$ cat src/rtl/btn_pkg.sv
// Constants shared between the button front end and the LED display logic.
package btn_pkg;

  localparam logic [1:0] CMD_NONE = 2'b00;
  localparam logic [1:0] CMD_INCR = 2'b01;
  localparam logic [1:0] CMD_DECR = 2'b10;

  localparam logic MODE_SINE   = 1'b0;
  localparam logic MODE_UPDOWN = 1'b1;

endpackage

$ cat src/rtl/button_debouncer.sv
// One push-button: metastability synchronizer, counter debouncer and rising-edge detect.
module button_debouncer
  import btn_pkg::*;
#(
  parameter int unsigned SYNC_STAGES     = 2,
  parameter int unsigned DEBOUNCE_CYCLES = 1000000,
  parameter int unsigned CNT_W           = 20
) (
  input  logic i_clk,
  input  logic i_rst,
  input  logic i_btn,
  output logic o_db,
  output logic o_rise
);

  localparam logic [CNT_W-1:0] CntMax = CNT_W'(DEBOUNCE_CYCLES - 1);

  logic [SYNC_STAGES-1:0] sync_q;
  logic                   sample;
  logic                   db_q;
  logic                   db_dly_q;
  logic [CNT_W-1:0]       cnt_q;

  assign sample = sync_q[SYNC_STAGES-1];

  always_ff @(posedge i_clk) begin
    if (i_rst) begin
      sync_q   <= '0;
      db_q     <= 1'b0;
      db_dly_q <= 1'b0;
      cnt_q    <= '0;
    end else begin
      sync_q   <= {sync_q[SYNC_STAGES-2:0], i_btn};
      db_dly_q <= db_q;
      // Counter only runs while the sample disagrees, and clears on acceptance.
      if (sample == db_q) begin
        cnt_q <= '0;
      end else if (cnt_q == CntMax) begin
        db_q  <= sample;
        cnt_q <= '0;
      end else begin
        cnt_q <= cnt_q + CNT_W'(1);
      end
    end
  end

  assign o_db   = db_q;
  assign o_rise = db_q & ~db_dly_q;

endmodule

$ cat src/rtl/button_input_conditioner.sv
// Turns the raw up/down/mode buttons into registered mode and increment/decrement commands.
module button_input_conditioner
  import btn_pkg::*;
#(
  parameter int unsigned SYNC_STAGES     = 2,
  parameter int unsigned DEBOUNCE_CYCLES = 1000000,
  parameter int unsigned CNT_W           = 20
) (
  input  logic       i_clk,
  input  logic       i_rst,
  input  logic       i_btn_up,
  input  logic       i_btn_down,
  input  logic       i_btn_mode,
  output logic       o_mode,
  output logic [1:0] o_incr_decr,
  output logic [1:0] o_incr_decr_pulse,
  output logic       o_mode_pulse
);

  logic up_db, up_rise;
  logic down_db, down_rise;
  logic mode_db_unused, mode_rise;
  logic [1:0] cmd_level;
  logic [1:0] cmd_pulse;

  button_debouncer #(
    .SYNC_STAGES    (SYNC_STAGES),
    .DEBOUNCE_CYCLES(DEBOUNCE_CYCLES),
    .CNT_W          (CNT_W)
  ) u_db_up (
    .i_clk (i_clk),
    .i_rst (i_rst),
    .i_btn (i_btn_up),
    .o_db  (up_db),
    .o_rise(up_rise)
  );

  button_debouncer #(
    .SYNC_STAGES    (SYNC_STAGES),
    .DEBOUNCE_CYCLES(DEBOUNCE_CYCLES),
    .CNT_W          (CNT_W)
  ) u_db_down (
    .i_clk (i_clk),
    .i_rst (i_rst),
    .i_btn (i_btn_down),
    .o_db  (down_db),
    .o_rise(down_rise)
  );

  button_debouncer #(
    .SYNC_STAGES    (SYNC_STAGES),
    .DEBOUNCE_CYCLES(DEBOUNCE_CYCLES),
    .CNT_W          (CNT_W)
  ) u_db_mode (
    .i_clk (i_clk),
    .i_rst (i_rst),
    .i_btn (i_btn_mode),
    .o_db  (mode_db_unused),
    .o_rise(mode_rise)
  );

  // Conflicting buttons cancel; a rise only strobes if the other button is released.
  always_comb begin
    cmd_level = CMD_NONE;
    cmd_pulse = CMD_NONE;
    if (up_db && !down_db) begin
      cmd_level = CMD_INCR;
    end else if (down_db && !up_db) begin
      cmd_level = CMD_DECR;
    end
    if (up_rise && !down_db) begin
      cmd_pulse = CMD_INCR;
    end else if (down_rise && !up_db) begin
      cmd_pulse = CMD_DECR;
    end
  end

  always_ff @(posedge i_clk) begin
    if (i_rst) begin
      o_mode            <= MODE_SINE;
      o_mode_pulse      <= 1'b0;
      o_incr_decr       <= CMD_NONE;
      o_incr_decr_pulse <= CMD_NONE;
    end else begin
      o_mode_pulse      <= mode_rise;
      o_incr_decr       <= cmd_level;
      o_incr_decr_pulse <= cmd_pulse;
      if (mode_rise) begin
        o_mode <= ~o_mode;
      end
    end
  end

endmodule

$ cat config.mk
export PLATFORM = sky130hd
export DESIGN_NAME = button_input_conditioner
export DESIGN_NICKNAME = d
export VERILOG_FILES = /design/src/rtl/btn_pkg.sv /design/src/rtl/button_debouncer.sv /design/src/rtl/button_input_conditioner.sv
export SDC_FILE = /design/constraint.sdc
export NUM_CORES = 1
export LEC_CHECK = 0
export CAP_MARGIN = 0
export CORE_ASPECT_RATIO = 1.1
export CORE_UTILIZATION = 50
export CTS_CLUSTER_DIAMETER = 30
export DETAILED_ROUTE_END_ITERATION = 7
export GPL_ROUTABILITY_DRIVEN = 1
export PLACE_DENSITY = 0.74
export SYNTH_ARGS = -nofsm -noshare
export SYNTH_HDL_FRONTEND = slang
export SYNTH_HIERARCHICAL = 1
export SYNTH_SLANG_ARGS = --single-unit
$ cat constraint.sdc
create_clock -name i_clk -period 2.5 [get_ports i_clk]
set_input_delay 0.5 -clock i_clk [delete_from_list [all_inputs] [get_ports i_clk]]
set_output_delay 0.5 -clock i_clk [all_outputs]
set_load 0.02 [all_outputs]
After elaboration in Yosys (flattened, before gate mapping)
Index checks and enable logic that the tools add are counted.
{"block": "classes", "n_bitwise": 10, "mux": 4, "add_sub_neg": 3, "reduce_logical": 14, "n_eq_ne": 6}
{"op": "$add 20x1->20 const B", "n": 3}
{"op": "$eq 20x20->1 const B", "n": 3}
{"op": "$reduce_or 3->1", "n": 3}
{"op": "$not 1->1", "n": 7}
{"op": "$reduce_and 2->1", "n": 3}
{"op": "$logic_and 1x1->1", "n": 4}
{"op": "$mux 2", "n": 2}
{"op": "$reduce_or 2->1", "n": 2}
{"op": "$and 1x1->1", "n": 3}
{"op": "$eq 1x1->1", "n": 3}
{"op": "$logic_not 1->1", "n": 2}
{"op": "$mux 1", "n": 2}
{"block": "totals", "ff_bits": 78, "out_inout_bits": 6, "word_cells": 55}

Logic depth before layout (Yosys ltp)
Gate-level depths: netlist (run 1).
{"block": "depth", "ltp_word": 5, "depth_mapped": 6, "mapped_depth_nobuf": 5}

Modules after synthesis
The synthesis (run 1) kept the hierarchy.
{"mod": "button_debouncer", "area_each_um2": 1057.3, "n_inst": 3, "cells_per_inst": 117}
{"mod": "button_input_conditioner", "area_each_um2": 181.4, "n_inst": 1, "cells_per_inst": 15}

Least setup slack after synthesis (run 1)
OpenSTA, ideal clock, no wires.
{"block": "synth_path", "kind": "register to register", "start": "register u_db_down.cnt_q[0]", "end": "register u_db_down.cnt_q[14]", "slack_ns": 0.916, "n_path_buf": 0, "t_arrival_ns": 1.514, "required_ns": 2.430, "period_less_slack_ns": 1.584, "stages_incl_launch_ff": 6, "path_cell_list": "dfxtp_1 > ha_1 > and2_1 > nand2_1 > or4_1 > a21oi_1"}
{"block": "synth_between", "elab_chain_len": 2, "word_cells_on_any_way": 3}
{"element": "from (decl)", "line": "button_debouncer.sv:22", "rtl": "logic [CNT_W-1:0] cnt_q;"}
{"element": "from (signal assigned)", "line": "button_debouncer.sv:42", "rtl": "cnt_q <= cnt_q + CNT_W'(1);"}
{"element": "parallel branches: the longest is 2 deep, another holds $add 20x1->20"}
Parallel ways; which one is timed is not known.
A chain may end at the register's enable or synchronous reset.

Final worst setup path (run 1)
{"block": "layout_path", "start": "register o_mode", "end": "output port o_mode"}
{"element": "from (decl)", "line": "button_input_conditioner.sv:14", "rtl": "output logic o_mode,"}
{"element": "from (signal assigned)", "line": "button_input_conditioner.sv:89", "rtl": "o_mode <= ~o_mode;"}
No word-level cell between the ends.

==> flow_summary.json, run 1 <==
{
  "status": "finished, final reports clean",
  "ant_nets": 0,
  "core_area_um2": 6310,
  "final_cell_mix": "dfxtp_1, nor2_1, xor2_1, nand3_1, a21oi_1",
  "mostFrequentLayoutCell": "dfxtp_1",
  "synthArstFlopShare_pct": 0,
  "syn_nets": 374,
  "cts_hold_buf": 0,
  "path_cells": "clkdlybuf4s50_1",
  "ir_drop_mv": 0.336,
  "netlist_area_um2": 3350,
  "fin_tns_setup_ps": 0,
  "slowest_stage": "clkdlybuf4s50_1",
  "p_leak_nw": 1.26,
  "drtIter0Drc": 97,
  "port_buffers": 10,
  "avgSynthCellArea_um2": 9.16,
  "hpwlAfterDp_um": 3890,
  "io_pins": 11,
  "synth_ff_type": "dfxtp_1",
  "cp_max_fo": 2,
  "critPathKind": "reg2out",
  "critPathBufInv": 1,
  "min_path_type": "reg2reg",
  "cts_tree": "done",
  "skew_ps": 9.91,
  "maxCapViolCount": 0,
  "wl_per_cell_um": 12.3,
  "whs_path_depth": 1,
  "die_area_um2": 7040,
  "cts_resized": 0,
  "cp_num_cells": 1,
  "hold_ws_ps": 439,
  "worst_pin_slew_ps": 445,
  "r2r_cells": 4,
  "via_per_inst": 5.51,
  "min_to": "u_db_mode/sync_q[1]",
  "drt_pass1_iterations": 4,
  "final_net_count": 386,
  "synth-edff-count": 0,
  "clk_pin_slew_ps": 90,
  "synth_top_area_cell": "dfxtp_1",
  "clk_latency_ps": 350,
  "ys_seq_area_share_pct": 46.6,
  "fin_crit_sh_pct": 73.1,
  "routabilityCongestion": 0.754,
  "grt_pass1_vias": 2339,
  "startpoint_type": "flip-flop",
  "grt_antenna_before_repair": 0,
  "cts.htree.levels": 3,
  "cp-end-kind": "output port",
  "clockBufferDepth": 2,
  "drc_errors": 0,
  "hold_viol_final": 0,
  "max_freq_mhz": 547,
  "fp-row-count": 30,
  "setup_viol": 0,
  "drive_gt1_share_pct": 8.36,
  "required_ps": 2000,
  "drv_slew": 0,
  "grt_max_degree": 21,
  "synth-seq-cells": 78,
  "dieWidth_um": 80.1,
  "vias": 2550,
  "power_density_nw_per_um2": 615,
  "synthDistinctLibCells": 29,
  "grt_overflow": 0,
  "synth_cells": 366,
  "arrival_ps": 1330,
  "synth_warnings": 6,
  "die_h_um": 87.9,
  "cp_slowest_stage_delay_ps": 630,
  "hp-start": "u_db_mode/sync_q[0]",
  "rsz0062_at_grt": "no",
  "timing.rr.start": "u_db_mode/cnt_q[2]",
  "cts.sinks": 78,
  "postCtsSetupBuffers": 0,
  "critical_path.top_delay_family": "buffers and inverters",
  "slew-limit-headroom_pct": 70.3,
  "tritoncts.num_buffers": 9,
  "drt_wl_total_um": 5700,
  "reg2reg_to": "u_db_mode/cnt_q[14]",
  "diodes": 0,
  "grt_pass1_wl_um": 9980,
  "grt_use_total_pct": 18.3,
  "synth_top_area_share_pct": 46.6,
  "fin_crit_ps": 1830,
  "syn2layout_area_growth_pct": 11.8,
  "root_buffer": "clkbuf_8",
  "synth.area.top_cells": "dfxtp_1, xor2_1, nor2_1",
  "rrSetupSlack_ps": 680,
  "start_util_pct": 53.2
}
-- report_power, final --
group	switching (mW)	internal (mW)	total, mW
clock	0.462	0.565	1.03
combinational	0.0163	0.0136	0.0299
sequential	0.00335	1.25	1.25
-- metrics by stage --
step                area (um^2)  cells  utilization [%]  power [mW]  setup slack (ps)
finish                     3750    463             59.4        2.31               673
global route               3750    463             59.4        2.39               515
CTS                        3750    463             59.4        2.34               634
detailed placement         3530    447             55.9        1.31               588
global placement           3530    447             55.9        1.31               634
floorplan                  3350    366                -        1.29               916
-- cells by family (layout without fill, tap and decap cells) --
family          count (synthesis)  after routing  synth area share, %
buf+inv                        21             38                 2.80
flops                          78             78                 46.6
compound gates                 45             45                 7.39
simple gates                  179            179                 31.7
fa+ha+maj                       3              3                 1.12
xor+xnor                       40             40                 10.4
-- flip-flops by register name, summed over array words and instances (netlist names), 2 cells and up --
| signal | cells |
|---|---|
| u_db_up/sync_q | 2 |
| u_db_mode/cnt_q | 20 |
| u_db_up/cnt_q | 20 |
| u_db_down/cnt_q | 20 |
| o_incr_decr | 2 |
| u_db_mode/sync_q | 2 |
| o_incr_decr_pulse | 2 |
| u_db_down/sync_q | 2 |
-- synth_stat cells (3+ instances only) --
master / count
dfxtp_1: 78
xnor2_1: 10
nand4_1: 15
and4_1: 6
inv_1: 6
nor2_1: 48
xor2_1: 30
ha_1: 3
buf_2: 12
nand3_1: 21
or4_1: 9
nor4_1: 3
nor2b_1: 12
o21ai_0: 12
nor4bb_1: 3
and3_1: 13
nand2_1: 15
and2_1: 10
nand3_2: 3
clkbuf_1: 3
a21oi_1: 21
o21ai_1: 3
or4b_4: 3
nand4_4: 3
or3_1: 12
o31ai_1: 9
-- worst max path at each step --
stage / from / end / slack, ps
3_5_place_dp: i_rst / u_db_mode/cnt_q[18] / 590
6_report: o_mode / o_mode / 670
2_1_floorplan: u_db_down/cnt_q[0] / u_db_down/cnt_q[14] / 920
5_1_grt: u_db_mode/cnt_q[2] / u_db_mode/cnt_q[14] / 510
4_1_cts: o_mode / o_mode / 630
3_3_place_gp: i_rst / u_db_up/cnt_q[5] / 630
-- per-layer routing --
layer	GRT usage [%]	share of wire, %
met1	22.8	49
met2	29.4	46
met3	3.44	2.1
met4	11.2	2.6
met5	0	0
-- layout make-up --
| cell class | count | area [um^2] |
|---|---|---|
| Clock buffer | 9 | 124 |
| Clock inverter | 7 | 97.6 |
| Fill cell | 538 | 2560 |
| Inverter | 6 | 22.5 |
| Multi-Input combinational cell | 267 | 1700 |
| Sequential cell | 78 | 1560 |
| Tap cell | 80 | 100 |
| Timing Repair Buffer | 16 | 145 |
-- worst reg2reg max path, delay by kind of cell (launching register included) --
family	cells	cell delay, ps
and+or+nand+nor	3	1220
DFF	1	390
AOI/OAI and AO/OA	1	150
Power figures use the tool's default switching activity.
==> run 2: changes to the inputs <==
Clock period 2.5 ns to 1.7 ns, I/O delays scaled along.
==> flow_summary.json, run 2 (synthesis results as in run 1) <==
{
  "status": "finished, final reports clean",
  "die_h_um": 87.9,
  "clk_latency_ps": 350,
  "grt_use_total_pct": 20.0,
  "ir_drop_mv": 0.461,
  "hold_viol_final": 0,
  "fin_crit_sh_pct": 95.9,
  "seq_power_share_pct": 58.0,
  "fin_area_um2": 3920,
  "cts.htree.levels": 3,
  "ff_latch_area_um2": 1570,
  "grt_pass1_wl_um": 11000,
  "io_pins": 11,
  "mostFrequentLayoutCell": "dfxtp_1",
  "cp-end-kind": "flip-flop",
  "fin_crit_ps": 1630,
  "hold_ws_ps": 441,
  "start_util_pct": 53.2,
  "diodes": 0,
  "power_density_nw_per_um2": 808,
  "r2r_cells": 5,
  "critPathKind": "reg2reg",
  "min_path_type": "reg2reg",
  "syn2layout_area_growth_pct": 16.9,
  "grt_antenna_before_repair": 0,
  "slew-limit-headroom_pct": 77.0,
  "combPwrFrac_pct": 1.7,
  "startpoint_type": "flip-flop",
  "layoutNonFillerInstCount": 482,
  "cts_tree": "done",
  "core_area_um2": 6310,
  "setup_viol": 0,
  "reg_top3": "u_db_down/cnt_q: 20 flops, u_db_mode/cnt_q: 20 flops, u_db_up/cnt_q: 20 flops",
  "pwr-share-clk_pct": 40.3,
  "clockBufferDepth": 2,
  "cp_max_fo": 11,
  "clk_pin_slew_ps": 80,
  "dpl_cell_area_um2": 3690,
  "dieWidth_um": 80.1,
  "required_ps": 1930,
  "finalWorstSetupSlack_ps": 70.4,
  "hpwlAfterDp_um": 4260,
  "grt_pass1_vias": 2543,
  "cts.sinks": 78,
  "final_cell_mix": "dfxtp_1, nor2_1, xor2_1, buf_4",
  "place_inst": 466,
  "fp-row-count": 30,
  "drt_wl_total_um": 6220,
  "skew_ps": 8.46,
  "multi_input_area_um2": 1730,
  "whs_path_depth": 1,
  "post-place-ws_ps": -19.9,
  "wl_per_cell_um": 12.9,
  "tritoncts.num_buffers": 9,
  "drtIter0Drc": 75,
  "drt_pass1_iterations": 4,
  "max_freq_mhz": 614,
  "drive_gt1_share_pct": 16.7,
  "arrival_ps": 1860,
  "root_buffer": "clkbuf_8",
  "p_leak_nw": 1.37,
  "worst_pin_slew_ps": 344,
  "power_mw": 3.17,
  "post-route-util_pct": 62.2,
  "vias": 2648,
  "rsz0062_at_grt": "no",
  "die_area_um2": 7040,
  "switchingPower_uw": 701,
  "fill_cells": 540,
  "port_buffers": 10,
  "final_net_count": 405,
  "grt_max_degree": 14,
  "routabilityCongestion": 0.792,
  "ant_nets": 0,
  "grt_overflow": 0,
  "maxCapViolCount": 0,
  "sw_frac_of_total_pct": 22.1,
  "drv_slew": 0,
  "via_per_inst": 5.49,
  "fin_tns_setup_ps": 0,
  "drc_errors": 0,
  "internal_power_mw": 2.47
}
## run 2: power by group through the flow
stage	sequential [mW]	combinational [mW]	clock, mW
2_1_floorplan	1.88	0.0221	0
3_3_place_gp	1.88	0.0524	0
3_5_place_dp	1.88	0.0532	0
4_1_cts	1.84	0.0534	1.31
5_1_grt	1.84	0.0599	1.39
6_report	1.84	0.0534	1.28
## run 2: routing by layer
metal / share of wire, % / vias to the layer above / GRT usage, %
li1: - / 1357 / -
met1: 46 / 1237 / 24.1
met2: 49 / 48 / 34.1
met3: 3.8 / 6 / 3.44
met4: 1.3 / 0 / 10.2
met5: 0 / - / 0
## run 2: what timing repair did
| item | CTS | global route |
|---|---|---|
| setup buffers | 0 | 0 |
| gates resized for setup | 1 | 17 |
| cloned | 0 | 0 |
| setup endpoints to repair | 1 | 37 |
| hold endpoints to repair | 0 | 0 |
| hold buffers | 0 | 0 |
## run 2: cell type report
| cell class | instances | area share [%] |
|---|---|---|
| sequential | 78 | 40.0 |
| inverter | 6 | 0.574 |
| timing repair buffer | 35 | 8.04 |
| tap | 80 | 2.55 |
| clock inverter | 5 | 0.862 |
| multi-input combinational | 267 | 44.1 |
| clock buffer | 11 | 3.86 |
## run 2: worst max-delay path: stages, from the launching register on
cell	delay (ps)
dfxtp_1	390
nand3_2	110
or4b_4	530
o21ai_1	200
buf_4	210
a21oi_1	60
## run 2: worst paths after layout
path,to,startpoint,slack [ps]
max,u_db_down/cnt_q[14],u_db_down/cnt_q[17],70
min,u_db_mode/sync_q[1],u_db_mode/sync_q[0],440
max reg2reg,u_db_down/cnt_q[14],u_db_down/cnt_q[17],70
min reg2reg,u_db_mode/sync_q[1],u_db_mode/sync_q[0],440
